===== src/rtl/uart_pkg.sv =====
// Shared types and helpers for the UART transmit-side blocks.
package uart_pkg;

    typedef enum logic {
        IDLE   = 1'b0,
        LOCKED = 1'b1
    } arb_state_t;

    // Width needed to hold values 0..n-1, never less than one bit.
    function automatic int clog2_w(input int n);
        return (n <= 1) ? 1 : $clog2(n);
    endfunction

endpackage


===== src/rtl/rr_pick.sv =====
// Rotating-priority encoder: first set bit of req scanning upward from ptr with wrap.
module rr_pick import uart_pkg::*; #(
    parameter  int N = 4,
    localparam int W = clog2_w(N)
) (
    input  logic [N-1:0] req,
    input  logic [W-1:0] ptr,
    output logic         found,
    output logic [W-1:0] idx
);

    always_comb begin
        int j;
        found = 1'b0;
        idx   = '0;
        // Walk from the farthest offset down so the nearest hit to ptr wins.
        for (int i = N - 1; i >= 0; i--) begin
            j = int'(ptr) + i;
            if (j >= N) j = j - N;
            if (req[j]) begin
                found = 1'b1;
                idx   = W'(j);
            end
        end
    end

endmodule


===== src/rtl/uart_tx_arbiter.sv =====
// Per-message round-robin arbiter sharing one UART tx handshake among NREQ clients.
// Handshake: a byte moves when valid && ready in the same cycle; valid never waits on ready.
module uart_tx_arbiter import uart_pkg::*; #(
    parameter  int NREQ    = 4,
    parameter  int MAX_LEN = 0,
    localparam int IW      = clog2_w(NREQ)
) (
    input  logic              clk,
    input  logic              rst,
    input  logic [NREQ-1:0]   req_valid,
    input  logic [NREQ*8-1:0] req_data,
    input  logic [NREQ-1:0]   req_last,
    output logic [NREQ-1:0]   req_ready,
    output logic              tx_valid,
    output logic [7:0]        tx_data,
    input  logic              tx_ready,
    output logic              gnt_valid,
    output logic [IW-1:0]     gnt_id
);

    localparam int            CW       = clog2_w(MAX_LEN + 1);
    localparam logic [CW-1:0] LAST_CNT = CW'((MAX_LEN == 0) ? 0 : MAX_LEN - 1);

    arb_state_t    state_q, state_d;
    logic [IW-1:0] ptr_q, ptr_d;
    logic [IW-1:0] gnt_q, gnt_d;
    logic [CW-1:0] cnt_q, cnt_d;
    logic          pick_found;
    logic [IW-1:0] pick_idx;
    logic          xfer;

    rr_pick #(.N(NREQ)) u_pick (
        .req   (req_valid),
        .ptr   (ptr_q),
        .found (pick_found),
        .idx   (pick_idx)
    );

    always_ff @(posedge clk or posedge rst) begin
        if (rst) begin
            state_q <= IDLE;
            ptr_q   <= '0;
            gnt_q   <= '0;
            cnt_q   <= '0;
        end else begin
            state_q <= state_d;
            ptr_q   <= ptr_d;
            gnt_q   <= gnt_d;
            cnt_q   <= cnt_d;
        end
    end

    always_comb begin
        state_d   = state_q;
        ptr_d     = ptr_q;
        gnt_d     = gnt_q;
        cnt_d     = cnt_q;
        tx_valid  = 1'b0;
        tx_data   = 8'h00;
        req_ready = '0;
        xfer      = 1'b0;
        case (state_q)
            IDLE: begin
                if (pick_found) begin
                    gnt_d   = pick_idx;
                    cnt_d   = '0;
                    state_d = LOCKED;
                end
            end
            LOCKED: begin
                tx_valid         = req_valid[gnt_q];
                tx_data          = req_data[{gnt_q, 3'b000} +: 8];
                req_ready[gnt_q] = tx_ready;
                xfer             = req_valid[gnt_q] && tx_ready;
                if (xfer) begin
                    cnt_d = cnt_q + 1'b1;
                    if (req_last[gnt_q] || (MAX_LEN != 0 && cnt_q == LAST_CNT)) begin
                        state_d = IDLE;
                        ptr_d   = (gnt_q == IW'(NREQ - 1)) ? '0 : gnt_q + 1'b1;
                    end
                end
            end
            default: state_d = IDLE;
        endcase
    end

    assign gnt_valid = (state_q == LOCKED);
    assign gnt_id    = gnt_q;

endmodule


===== config.mk =====
export PLATFORM = sky130hd
export DESIGN_NAME = uart_tx_arbiter
export DESIGN_NICKNAME = d
export VERILOG_FILES = /design/src/rtl/uart_pkg.sv /design/src/rtl/rr_pick.sv /design/src/rtl/uart_tx_arbiter.sv
export SDC_FILE = /design/constraint.sdc
export NUM_CORES = 1
export LEC_CHECK = 0
export CAP_MARGIN = 15
export CORE_MARGIN = 5
export CORE_UTILIZATION = 35
export DETAILED_ROUTE_END_ITERATION = 16
export PLACE_DENSITY = 0.85
export SYNTH_ARGS = -nofsm -noshare
export SYNTH_HDL_FRONTEND = slang
export SYNTH_HIERARCHICAL = 1
export SYNTH_SLANG_ARGS = --single-unit

===== constraint.sdc =====
create_clock -name clk -period 3.59 [get_ports clk]
set_input_delay 0.718 -clock clk [delete_from_list [all_inputs] [get_ports clk]]
set_output_delay 0.718 -clock clk [all_outputs]
set_load 0.005 [all_outputs]

==> impl_metrics.py <==
metrics = {
    "grt": {
        "grt_max_degree": 19,
        "grt_antenna_before_repair": 0,
        "grt-ovfl-total": 0,
        "grt_pass1_vias": 801,
        "gr-usage-all-layers_pct": 16.2,
        "grt_pass1_wl_mm": 4.01,
    },
    "synthesis": {
        "muxShareOfSynthArea_pct": 37.0,
        "synthAdderAreaFrac_pct": 6.86,
        "ys_top_cells_by_count": "and2_1, mux4_2",
        "ys_ff_latch": 5,
        "synth_compound_area_share_pct": 10.1,
        "synth_top_family_by_area": "multiplexers",
        "syn_avg_cell_area_um2": 10.7,
        "synth-edff-count": 0,
        "yosysSeqAreaShare_pct": 17.2,
        "synth-simple-area-share_pct": 22.0,
        "synth_top_area_cell": "mux4_2",
        "ys.flop_type": "dfrtp_1",
        "synth_xor_area_share_pct": 0,
        "synthCells": 68,
        "synth_top_area_share_pct": 24.7,
        "yosysWarnings": 6,
        "synth_top_cells_by_area": "mux4_2, dfrtp_1, mux2_4",
        "netlist_area_um2": 729,
        "async_reset_ff_share_pct": 100,
        "ys_types": 25,
        "synthesis.nets": 115,
    },
    "pwr": {
        "power.density_nw_per_um2": 541,
        "p_int_uw": 475,
        "switching_power_uw": 249,
        "combPwrFrac_pct": 69.0,
        "seq_power_share_pct": 21.7,
        "clock_power_share_pct": 9.3,
        "sw_frac_of_total_pct": 34.4,
        "vdd_drop_max_mv": 0.384,
        "leakage_uw": 0.000533,
    },
    "layout": {
        "drive_above_1_share_pct": 15.0,
        "utilization_pct": 67.6,
        "num_antenna_cells": 0,
        "final_cell_count_no_fill": 154,
        "nNetsFinal": 175,
        "syn2layout_area_growth_pct": 83.5,
        "fill_cells": 161,
    },
    "placement": {
        "port-buffer-count": 58,
        "post-place-cells": 150,
        "gp_congestion": 0.838,
        "dpl.hpwl_mm": 2.01,
        "place_ws_ns": 0.665,
    },
    "sta": {
        "slew_viol_final": 0,
        "relSlewSlack_pct": 59.4,
        "period_share_pct": 82.4,
        "fmax_mhz": 338,
        "final-hold-violation-count": 0,
        "fin_setup_tns_ns": 0,
        "rsz0062_at_grt": "no",
        "min_period_ns": 2.96,
        "layout_setup_ws_ns": 0.630,
        "worst_pin_slew_ns": 0.610,
        "final-setup-viol-count": 0,
        "skew_ns": 0.00721,
    },
    "detailed_routing": {
        "wl_per_cell_um": 15.9,
        "wl_mm": 2.45,
        "topRoutingLayerUsed": "met4",
        "met2_length_mm": 1.12,
        "drtIter0Drc": 23,
        "wl_met1_mm": 1.06,
        "routed_via_density": 5.13,
        "dr_wl_met3_um": 251,
        "drcViolationCount": 0,
        "vias": 790,
        "first_pass_iters": 4,
        "ant_nets": 0,
    },
    "floorplanning": {
        "die_w_um": 55.7,
        "design.core.area_um2": 1980,
        "die-area_um2": 3100,
        "io_pins": 59,
        "initial_core_util_pct": 36.8,
        "die_h_um": 55.7,
        "rows": 16,
    },
    "setup_path": {
        "critPathKind": "register to output port",
        "crit-reg2reg-launch": "gnt_id[0]",
        "critical_path_peak_fanout": 13,
        "crit_path_end_kind": "output port",
        "reg2regPathDepth": 5,
        "reg2reg_to": "ptr_q[0]",
        "critPathArrivalTime_ns": 2.24,
        "reg2reg_slack_ns": 1.53,
        "required_ns": 2.87,
        "startpoint_type": "register",
    },
    "cts": {
        "cts_buffers": 3,
        "cts_max_level": 1,
        "clockBufferDepth": 2,
        "cts_tree": "done",
        "clk_latency_ns": 0.25,
        "clock_sinks": 5,
        "path_clk_slew_ns": 0.05,
        "cts.hold.buffers_added": 0,
        "post_cts_buffers": 0,
        "clockRootBuffer": "clkbuf_4",
        "cts_resized": 0,
    },
    "hold_path": {
        "hold_depth": 1,
        "hold_path.class": "register to register",
        "hold_start": "ptr_q[0]",
        "min_to": "ptr_q[0]",
    },
    "flow_run": {
        "drv_cap": 0,
    },
    "run_status": {
        "run_status": "finished clean",
    },
}
==> power by group through the flow <==
stage               Sequential, uW  Clock, uW  Combinational, uW
finish                         157       67.6                499
global route                   172       79.5                540
CTS                            161       70.3                505
detailed placement             162          0                503
global placement               159          0                496
floorplan                      110          0                331
==> cell families (layout without fill, tap and decap cells) <==
family,count (synthesis),count (layout)
buffers and inverters,7,66
adder cells (fa/ha/maj),4,4
flip-flops,5,5
multiplexers,15,15
AND/OR/NAND/NOR,29,29
AO/OA/AOI/OAI,8,8
==> layer usage <==
metal	up-vias	GRT usage [%]
li1	366	-
met1	362	21.3
met2	57	26.0
met3	5	6.26
met4	0	2.08
met5	-	0
==> registers in the layout, indices dropped and copies added, names as in the netlist <==
name / count
gnt_id: 2
ptr_q: 2
gnt_valid: 1
==> critical path, cell delays in order, from the launching register on <==
cell	delay [ns]
dfrtp_1	0.73
buf_4	0.27
mux2i_1	0.32
nand2_1	0.09
o211a_1	0.14
clkdlybuf4s50_1	0.45
==> how the worst max path moves through the flow <==
stage                       startpoint    endpoint  slack (ns)  depth (start not counted)
final                        gnt_id[0]    tx_valid        0.63                          5
after global routing         gnt_id[0]    tx_valid        0.42                          5
after CTS                    gnt_id[0]    tx_valid        0.56                          5
after detailed placement  req_data[21]  tx_data[5]        0.67                          4
after global placement    req_data[21]  tx_data[5]        0.68                          4
after floorplan              gnt_id[0]  tx_data[0]        1.55                          4
==> area by class of cell <==
class | count | area (um^2) | share of cell area, %
clock buffers | 4 | 26.3 | 1.96
repair buffers | 59 | 588 | 43.9
inverters | 3 | 11.3 | 0.841
well taps | 27 | 33.8 | 2.52
flip-flops and latches | 5 | 125 | 9.35
multi-input cells | 56 | 554 | 41.4
==> stage by stage <==
step                      cell area (um^2)  total power [uW]  hold slack [ns]
after detailed placement              1310               665            0.591
after global routing                  1340               792            0.636
after CTS                             1340               736            0.599
after floorplan                        729               441            0.497
after global placement                1310               655            0.567
final                                 1340               724            0.597
==> placed cells by master, fill, tap and decap left out, drive strengths merged <==
master         Yosys  final
dfrtp              5      5
nor2               5      5
inv                3      3
nor2b              1      1
and2               8      8
nor3b              1      1
nand2              5      5
buf                2      1
o21a               1      1
nor3               1      1
mux2i              3      3
clkdlybuf4s50      0     58
a211oi             2      2
and3               5      5
nand2b             2      2
ha                 4      4
nand3              1      1
o21ai              2      2
a31oi              1      1
mux4               8      8
a21oi              1      1
clkbuf             2      4
o211a              1      1
mux2               4      4
No activity file was read; power rests on OpenSTA's default activity.
